File: src/rtl/tickgen_pkg.sv
// Shared constants, config FSM state type and increment calculator for the
// NCO-based UART tick generator.
package tickgen_pkg;

  localparam longint unsigned CLK_HZ             = 64'd100_000_000;
  localparam longint unsigned DEFAULT_BAUD       = 64'd115_200;
  localparam longint unsigned DEFAULT_OVERSAMPLE = 64'd16;
  localparam int              ACC_WIDTH_DEF      = 32;

  typedef enum logic {
    CFG_IDLE,
    CFG_PENDING
  } cfg_state_e;

  // round(2^ACC_WIDTH * baud * os / clk_hz), evaluated in 64-bit integer math
  function automatic longint unsigned calc_inc(input longint unsigned clk_hz,
                                               input longint unsigned baud,
                                               input longint unsigned os);
    longint unsigned num;
    num = (64'd1 << ACC_WIDTH_DEF) * baud * os;
    return (num + clk_hz / 64'd2) / clk_hz;
  endfunction

  localparam longint unsigned DEFAULT_INC_VAL =
    calc_inc(CLK_HZ, DEFAULT_BAUD, DEFAULT_OVERSAMPLE);

endpackage

File: src/rtl/nco_tick_generator_if.sv
// Control, config handshake and tick outputs of the NCO tick generator.
// The master side (UART / config host) drives the inputs; the generator is the slave.
interface nco_tick_generator_if #(
  parameter int ACC_WIDTH  = 32,
  parameter int OVERSAMPLE = 16
);
  localparam int PHASE_W = $clog2(OVERSAMPLE);

  logic                 en_in;
  logic                 resync_in;
  logic                 cfg_valid_in;
  logic [ACC_WIDTH-1:0] cfg_inc_in;
  logic                 cfg_ready_out;
  logic                 sample_tick_out;
  logic                 mid_tick_out;
  logic                 baud_tick;
  logic [PHASE_W-1:0]   phase_out;

  modport master (
    output en_in, resync_in, cfg_valid_in, cfg_inc_in,
    input  cfg_ready_out, sample_tick_out, mid_tick_out, baud_tick, phase_out
  );

  modport slave (
    input  en_in, resync_in, cfg_valid_in, cfg_inc_in,
    output cfg_ready_out, sample_tick_out, mid_tick_out, baud_tick, phase_out
  );
endinterface

File: src/rtl/nco_tick_generator_phase_accumulator.sv
// Phase accumulator: acc advances by inc while enabled; the wrap carry is exposed
// combinationally (for same-edge decode) and as a registered one-cycle tick.
module phase_accumulator #(
  parameter int ACC_WIDTH = 32
) (
  input  logic                 clk,
  input  logic                 rst_n,
  input  logic                 en,
  input  logic                 clr,
  input  logic [ACC_WIDTH-1:0] inc,
  output logic                 carry,
  output logic                 carry_p1
);

  logic [ACC_WIDTH-1:0] acc_p1;
  logic [ACC_WIDTH:0]   sum_p0;

  assign sum_p0 = {1'b0, acc_p1} + {1'b0, inc};
  // A clear wins over a coincident wrap, so that carry never reaches the decode.
  assign carry  = en && !clr && sum_p0[ACC_WIDTH];

  // ---- stage p0 -> p1: accumulator and registered carry ----
  always_ff @(posedge clk or negedge rst_n) begin
    if (!rst_n) begin
      acc_p1   <= '0;
      carry_p1 <= 1'b0;
    end else if (clr) begin
      acc_p1   <= '0;
      carry_p1 <= 1'b0;
    end else begin
      carry_p1 <= carry;
      if (en) begin
        acc_p1 <= sum_p0[ACC_WIDTH-1:0];
      end
    end
  end

endmodule

File: src/rtl/nco_tick_generator.sv
// NCO tick generator: sample ticks at OVERSAMPLE x baud plus aligned mid-bit and
// baud ticks, with a runtime increment applied only on a bit boundary.
module nco_tick_generator
  import tickgen_pkg::*;
#(
  parameter int                   ACC_WIDTH   = 32,
  parameter int                   OVERSAMPLE  = 16,
  parameter logic [ACC_WIDTH-1:0] DEFAULT_INC = ACC_WIDTH'(DEFAULT_INC_VAL)
) (
  input  logic                clk_in,
  input  logic                rst_n_in,
  nco_tick_generator_if.slave tick_bus
);

  localparam int                 PHASE_W    = $clog2(OVERSAMPLE);
  localparam logic [PHASE_W-1:0] PHASE_LAST = PHASE_W'(OVERSAMPLE - 1);
  localparam logic [PHASE_W-1:0] PHASE_MID  = PHASE_W'(OVERSAMPLE / 2 - 1);

  if (OVERSAMPLE < 4 || OVERSAMPLE > 64 || (OVERSAMPLE & (OVERSAMPLE - 1)) != 0) begin : g_bad_os
    $error("OVERSAMPLE must be a power of two in 4..64");
  end

  cfg_state_e           state_q, state_d;
  logic [ACC_WIDTH-1:0] inc_q;
  logic [ACC_WIDTH-1:0] pending_inc_q;
  logic [PHASE_W-1:0]   phase_p1;
  logic                 mid_tick_p1;
  logic                 baud_tick_p1;
  logic                 carry;
  logic                 sample_tick_p1;
  logic                 take_cfg;
  logic                 apply_cfg;
  logic                 cfg_ready;

  phase_accumulator #(
    .ACC_WIDTH (ACC_WIDTH)
  ) u_acc (
    .clk      (clk_in),
    .rst_n    (rst_n_in),
    .en       (tick_bus.en_in),
    .clr      (tick_bus.resync_in),
    .inc      (inc_q),
    .carry    (carry),
    .carry_p1 (sample_tick_p1)
  );

  // ---- stage p0 -> p1: phase count and tick decode, aligned with the sample tick ----
  always_ff @(posedge clk_in or negedge rst_n_in) begin
    if (!rst_n_in) begin
      phase_p1     <= '0;
      mid_tick_p1  <= 1'b0;
      baud_tick_p1 <= 1'b0;
    end else if (tick_bus.resync_in) begin
      phase_p1     <= '0;
      mid_tick_p1  <= 1'b0;
      baud_tick_p1 <= 1'b0;
    end else begin
      mid_tick_p1  <= carry && (phase_p1 == PHASE_MID);
      baud_tick_p1 <= carry && (phase_p1 == PHASE_LAST);
      if (carry) begin
        phase_p1 <= phase_p1 + PHASE_W'(1);
      end
    end
  end

  always_ff @(posedge clk_in or negedge rst_n_in) begin
    if (!rst_n_in) begin
      state_q       <= CFG_IDLE;
      inc_q         <= DEFAULT_INC;
      pending_inc_q <= '0;
    end else begin
      state_q <= state_d;
      if (take_cfg) begin
        pending_inc_q <= tick_bus.cfg_inc_in;
      end
      if (apply_cfg) begin
        inc_q <= pending_inc_q;
      end
    end
  end

  // A pending rate waits for the bit boundary unless the bit timing is already void.
  always_comb begin
    state_d   = state_q;
    take_cfg  = 1'b0;
    apply_cfg = 1'b0;
    cfg_ready = 1'b0;
    case (state_q)
      CFG_IDLE: begin
        cfg_ready = 1'b1;
        if (tick_bus.cfg_valid_in) begin
          take_cfg = 1'b1;
          state_d  = CFG_PENDING;
        end
      end
      CFG_PENDING: begin
        if (baud_tick_p1 || !tick_bus.en_in || tick_bus.resync_in) begin
          apply_cfg = 1'b1;
          state_d   = CFG_IDLE;
        end
      end
      default: state_d = CFG_IDLE;
    endcase
  end

  assign tick_bus.cfg_ready_out   = cfg_ready;
  assign tick_bus.sample_tick_out = sample_tick_p1;
  assign tick_bus.mid_tick_out    = mid_tick_p1;
  assign tick_bus.baud_tick       = baud_tick_p1;
  assign tick_bus.phase_out       = phase_p1;

endmodule

File: src/flat_wrapper.sv
// flat-port wrapper written by rule: the top's interface ports become plain ports
module nco_tick_generator_flat import tickgen_pkg::*;
#(
  parameter int                   ACC_WIDTH   = 32,
  parameter int                   OVERSAMPLE  = 16,
  parameter logic [ACC_WIDTH-1:0] DEFAULT_INC = ACC_WIDTH'(DEFAULT_INC_VAL)
)
  (clk_in, rst_n_in, tick_bus_en_in, tick_bus_resync_in, tick_bus_cfg_valid_in, tick_bus_cfg_inc_in, tick_bus_cfg_ready_out, tick_bus_sample_tick_out, tick_bus_mid_tick_out, tick_bus_baud_tick, tick_bus_phase_out);
  nco_tick_generator_if #(.ACC_WIDTH(ACC_WIDTH), .OVERSAMPLE(OVERSAMPLE)) tick_bus_i ();
  input  logic clk_in;
  input  logic rst_n_in;
  input wire logic [$bits(tick_bus_i.en_in)-1:0] tick_bus_en_in;
  input wire logic [$bits(tick_bus_i.resync_in)-1:0] tick_bus_resync_in;
  input wire logic [$bits(tick_bus_i.cfg_valid_in)-1:0] tick_bus_cfg_valid_in;
  input wire logic [$bits(tick_bus_i.cfg_inc_in)-1:0] tick_bus_cfg_inc_in;
  output wire logic [$bits(tick_bus_i.cfg_ready_out)-1:0] tick_bus_cfg_ready_out;
  output wire logic [$bits(tick_bus_i.sample_tick_out)-1:0] tick_bus_sample_tick_out;
  output wire logic [$bits(tick_bus_i.mid_tick_out)-1:0] tick_bus_mid_tick_out;
  output wire logic [$bits(tick_bus_i.baud_tick)-1:0] tick_bus_baud_tick;
  output wire logic [$bits(tick_bus_i.phase_out)-1:0] tick_bus_phase_out;
  assign tick_bus_i.en_in = tick_bus_en_in;
  assign tick_bus_i.resync_in = tick_bus_resync_in;
  assign tick_bus_i.cfg_valid_in = tick_bus_cfg_valid_in;
  assign tick_bus_i.cfg_inc_in = tick_bus_cfg_inc_in;
  assign tick_bus_cfg_ready_out = tick_bus_i.cfg_ready_out;
  assign tick_bus_sample_tick_out = tick_bus_i.sample_tick_out;
  assign tick_bus_mid_tick_out = tick_bus_i.mid_tick_out;
  assign tick_bus_baud_tick = tick_bus_i.baud_tick;
  assign tick_bus_phase_out = tick_bus_i.phase_out;
  nco_tick_generator #(.ACC_WIDTH(ACC_WIDTH), .OVERSAMPLE(OVERSAMPLE), .DEFAULT_INC(DEFAULT_INC)) u_core (.clk_in(clk_in), .rst_n_in(rst_n_in), .tick_bus(tick_bus_i));
endmodule
File: config.mk
export PLATFORM = sky130hd
export DESIGN_NAME = nco_tick_generator_flat
export DESIGN_NICKNAME = d
export VERILOG_FILES = /design/src/rtl/tickgen_pkg.sv /design/src/rtl/nco_tick_generator_if.sv /design/src/rtl/nco_tick_generator_phase_accumulator.sv /design/src/rtl/nco_tick_generator.sv /design/src/flat_wrapper.sv
export SDC_FILE = /design/constraint.sdc
export NUM_CORES = 1
export LEC_CHECK = 0
export ABC_CLOCK_PERIOD_IN_PS = 6500
export BUFFER_PORTS_ARGS = -buffer_cell sky130_fd_sc_hd__buf_2
export CAP_MARGIN = 20
export CORE_MARGIN = 5
export CORE_UTILIZATION = 50
export CTS_BUF_LIST = sky130_fd_sc_hd__clkbuf_8
export CTS_CLUSTER_DIAMETER = 40
export CTS_CLUSTER_SIZE = 14
export DETAILED_ROUTE_END_ITERATION = 8
export GPL_ROUTABILITY_DRIVEN = 0
export PLACE_DENSITY = 0.66
export RECOVER_POWER = 50
export SYNTH_ARGS = -nofsm -noshare
export SYNTH_HDL_FRONTEND = slang
export SYNTH_SLANG_ARGS = --single-unit
export TNS_END_PERCENT = 10
File: constraint.sdc
create_clock -name clk_in -period 6.5 [get_ports clk_in]
set_input_delay 0.975 -clock clk_in [delete_from_list [all_inputs] [get_ports clk_in]]
set_output_delay 0.975 -clock clk_in [all_outputs]
set_load 0.02 [all_outputs]
---- After elaboration in Yosys (flattened, before gate mapping) ----
Cells that the tools add are included.
word-level totals
  logic and storage cells ................. 37
  input bits .............................. 37
  output and inout bits ................... 8
  flip-flop bits (word level) ............. 104
cells by class
  $add $sub $neg .......................... 2
  bitwise gates (word level) .............. 1
  reductions and logical operators ........ 10
  mux-type cells .......................... 14
  equality and inequality tests ........... 2
operators with widths
  operator             count
  $mux 32              2
  $add 32x32->33       1
  $mux 1               9
  $mux 4               2
  $add 4x1->4 const B  1
  $eq 4x3->1 const B   1
  $eq 4x4->1 const B   1
  $logic_and 1x1->1    4
  $reduce_bool 2->1    2
  $logic_not 1->1      2
  $logic_or 1x1->1     2
  $pmux 1 s2           1
  $not 1->1            1

---- Longest topological paths before layout ----
  word-level depth ........................ 5
  mapped depth ............................ 9
  gate-level depth less buffers ........... 9

---- By module ----
From an unflattened synthesis, not the netlist that was laid out.
second synthesis, totals
  cells, all modules ...................... 663
  area, all modules ....................... 6597.6 µm²
by module, submodules not included
  module              cells an instance  area each (µm²)  instances  seq. area each (µm²)
  nco_tick_generator  275                3393.3           1          1798.0
  phase_accumulator   388                3204.3           1          825.8

---- Least setup slack after synthesis ----
Ideal clock, no wire load.
  path type ............................... reg2reg
  from .................................... register u_core.inc_q[0]
  to ...................................... register u_core.phase_p1[1], in the netlist u_core.tick_bus.phase_out[1]
  cell stages (with the launch flop) ...... 10
  data arrival time ....................... 2.539 ns
  path slack .............................. 3.836 ns
  clock period less this slack ............ 2.664 ns
  cell sequence ........................... dfstp_2 -> ha_1 -> fa_1 -> a21o_1 -> a21oi_1 -> o41a_1 -> a2111oi_4 -> o21bai_1 -> a21oi_2 -> mux2_2
on the way
  cells in the longest elaborated chain, start to end .. 3
ends and longest elaborated chain
  item                         line                                        text
  start, declared              nco_tick_generator.sv:24                    logic [ACC_WIDTH-1:0] inc_q;
  start signal, assigned       nco_tick_generator.sv:77                    inc_q <= pending_inc_q;
  $add 32x32->33               nco_tick_generator_phase_accumulator.sv:18  assign sum_p0 = {1'b0, acc_p1} + {1'b0, inc};
  $logic_and 1x1->1            nco_tick_generator_phase_accumulator.sv:20  assign carry = en && !clr && sum_p0[ACC_WIDTH];
  $reduce_bool 2->1 (no line)  --
  end signal, assigned         nco_tick_generator.sv:61                    phase_p1 <= phase_p1 + PHASE_W'(1);
  end, declared                nco_tick_generator.sv:26                    logic [PHASE_W-1:0] phase_p1;
Every way passes these cells.
A chain may end at the register's enable or synchronous reset.

---- Final worst setup path ----
  from .................................... input port tick_bus_en_in
  to ...................................... register u_core.inc_q[11]
on the way
  cells in the longest elaborated chain, start to end .. 5
ends and longest elaborated chain
  item                           line                      text
  start, declared                flat_wrapper.sv:12        input wire logic [$bits(tick_bus_i.en_in)-1:0] tick_bus_en_in;
  $logic_not 1->1                nco_tick_generator.sv:97  if (baud_tick_p1 || !tick_bus.en_in || tick_bus.resync_in) begin
  $logic_or 1x1->1 (2 in a row)  nco_tick_generator.sv:97
  $mux 1                         nco_tick_generator.sv:97
  $mux 1                         nco_tick_generator.sv:88  case (state_q)
Every way passes these cells.

==> results.toml <==
[global_routing]
grt_max_degree = 54
grt_use_total_pct = 17.83
grt.overflow.total = 0
grt_pass1_wl_um = 20640
grt_pass1_vias = 4272
antenna_found_initial = 0

[floorplan]
core_area_sq_um = 11420
die_area_sq_um = 13860
rows = 39
fp.dieW_um = 117.7
ios = 45
initial_utilization_pct = 50.80
die_y_um = 117.7

[routing]
wl_per_cell_um = 16.75
firstDrtPassIters = 6
wl_um = 12040
antenna_left = 0
dr.first_iter.drc_count = 245
vias_per_cell = 5.961
drc = 0
vias = 4286

[setup_path]
required_ns = 6.77
worstSetupPathType = "in2reg"
arrival_ns = 4.06
worst-path-max-fanout = 33
slowest_stage = "clkbuf_1"
crit_path_end_kind = "flop"
max_stage_delay_ns = 1.06
worstPathCellList = "clkbuf_1 -> nand2_1 -> o21ai_2 -> buf_4 -> mux2_2"
worstSetupStartpointType = "input port"

[pwr]
p_leak_nw = 2.926
powerDensity_nw_per_um2 = 490.0
total_power_mw = 3.095
peakVddDrop_uv = 248.1

[min_path]
hold_path_class = "reg2reg"

[cts]
path_clk_slew_ns = 0.09
post-cts-setup-buffers = 0
root_buffer = "clkbuf_8"
htree_levels = 3
cts_sinks = 104
cts_tree = "built"
cts-resized-gates = 0
insertion_delay_ns = 0.39
clockBufferDepth = 2
numCtsBuffers = 9
cts_hold_buf = 0

[synthesis]
ys_seq_area_share_pct = 45.23
synth_cell_type_count = 60
syn_inst = 539
ys.flop_type = "dfrtp_1"
synthesis.area_sq_um = 5801
synth-seq-cells = 104
async_flop_share_pct = 100.0
synthesis.nets = 610
synth_area_per_cell_sq_um = 10.76
synth-edff-count = 0
synth_area_leaders = "dfrtp_1 (38%), mux2_2 (13%), dfstp_2 (7.7%)"
synth_warnings = 0
yosys.area.top_type_share_pct = 37.53
synth_top_cell_by_area = "dfrtp_1"

[sta]
fin_tns_setup_ns = 0
worst_slack_ns = 2.705
finalHoldViolations = 0
whs_ns = 0.5034
fin_skew_ns = 0.01671
worst_slew_pin_slew_ns = 2.826
relSlewSlack_pct = -88.37
post-route-period-util_pct = 58.39
finalCriticalPeriod_ns = 3.795
drv_slew = 54
grt_setup_unrepaired = "no"
setup-violations-final = 0
timing.fmax_mhz = 263.5

[placed_design]
pre_cts_ws_ns = 3.125
place_hpwl_um = 8435
place_area_sq_um = 6142
io_buffers = 44

[final_layout]
final_common_cell = "dfrtp_1"
final_area_sq_um = 6316
syn2layout_area_growth_pct = 8.887
n_fill_cell = 1048
drive_gt1_share_pct = 25.69
final_cell_mix = "dfrtp_1 (87), mux2_2 (65), buf_2 (42), a21oi_1 (40), ha_1 (33)"
n_antenna_cell = 0
fin_nets = 643

[run_status]
status = "complete, but fails checks"
violations = "max-capacitance violations, max-slew violations"

[run]
cap_violations = 2
[area by class of cell]
class | instances | area [sq um] | area share [%]
inverter | 16 | 60.06 | 0.9509
sequential | 104 | 2624 | 41.54
clock inverter | 6 | 55.05 | 0.8716
clock buffer | 9 | 123.9 | 1.961
timing repair buffer | 47 | 240.2 | 3.803
tap | 143 | 178.9 | 2.833
multi-input combinational | 394 | 3034 | 48.04
[synthesized netlist by cell type, types with 2 or more instances]
master     count
a211oi_1       4
a21boi_0       2
a21o_1        20
a21oi_1       40
a221o_1        5
a31o_2         2
a31oi_1        2
and2_1         5
and3_1         4
buf_1          4
clkbuf_1      21
dfrtp_1       87
dfstp_2       17
ha_1          33
inv_1         16
mux2_2        65
mux2i_1       10
nand2_1       29
nand2b_1       4
nand3_1       11
nand3b_1       3
nand4_1       11
nor2_1        29
nor2b_1        3
nor3_1        11
nor3b_1        2
nor4_1         4
nor4b_1        2
o2111ai_1      2
o211ai_1       5
o21a_1         3
o21ai_0       26
o21bai_1       8
o311ai_0       2
o31a_1         2
o31ai_1        4
or3_1          4
xnor2_1        9
xor2_1         7
[worst paths after layout]
check	start	end	slack, ns	cells after the start
max	tick_bus_en_in	u_core.inc_q[11]$_DFFE_PN0P_	2.70	5
min	u_core.u_acc.acc_p1[17]$_DFFE_PN0P_	u_core.u_acc.acc_p1[17]$_DFFE_PN0P_	0.50	2
max reg2reg	u_core.inc_q[0]$_DFFE_PN1P_	u_core.tick_bus.phase_out[1]$_DFFE_PN0P_	3.53	9
min reg2reg	u_core.u_acc.acc_p1[17]$_DFFE_PN0P_	u_core.u_acc.acc_p1[17]$_DFFE_PN0P_	0.50	2
max in group asynchronous	rst_n_in	u_core.u_acc.acc_p1[29]$_DFFE_PN0P_	3.17	2
min in group asynchronous	rst_n_in	u_core.u_acc.acc_p1[7]$_DFFE_PN0P_	1.49	1
[metrics by stage]
step | cells | utilization [%]
floorplan | 539 | -
global placement | 704 | 53.79
detailed placement | 704 | 53.79
CTS | 719 | 55.36
global route | 719 | 55.31
finish | 719 | 55.31
[per-layer routing]
| layer | wire, um | GRT usage, % |
|---|---|---|
| met1 | 5804 | 24.43 |
| met2 | 5645 | 27.79 |
| met3 | 498 | 5.382 |
| met4 | 93 | 4.444 |
| met5 | 0 | 0 |
[worst max-delay path, delay by kind of cell]
kind | cells | cell delay (ns)
mux | 1 | 0.38
compound gates | 1 | 0.31
simple gates | 1 | 0.86
buf+inv | 2 | 1.50
[report_power, final]
part | leakage (nW) | internal [mW] | switching (mW) | total, mW
clock network | 0.0975 | 0.172 | 0.215 | 0.387
logic | 1.57 | 0.705 | 0.915 | 1.62
registers | 1.26 | 0.936 | 0.152 | 1.09
[sequential cells by signal, summed over array words and instances (netlist names)]
name	count
u_core.inc_q	32
u_core.pending_inc_q	32
u_core.u_acc.acc_p1	32
u_core.tick_bus.phase_out	4
u_core.state_q	1
u_core.tick_bus.baud_tick	1
u_core.tick_bus.mid_tick_out	1
u_core.u_acc.carry_p1	1
[cell families (layout without fill, tap and decap cells)]
| logic type | count (synthesis) | in the layout | synth area share [%] |
|---|---|---|---|
| multiplexers | 75 | 75 | 14.34 |
| AND/OR/NAND/NOR | 126 | 126 | 11.00 |
| buffers and inverters | 41 | 78 | 2.653 |
| adder cells (fa/ha/maj) | 34 | 34 | 7.463 |
| AO/OA/AOI/OAI | 143 | 143 | 16.89 |
| flip-flops | 104 | 104 | 45.23 |
| XOR/XNOR | 16 | 16 | 2.416 |
No activity file was read; power rests on OpenSTA's default activity.
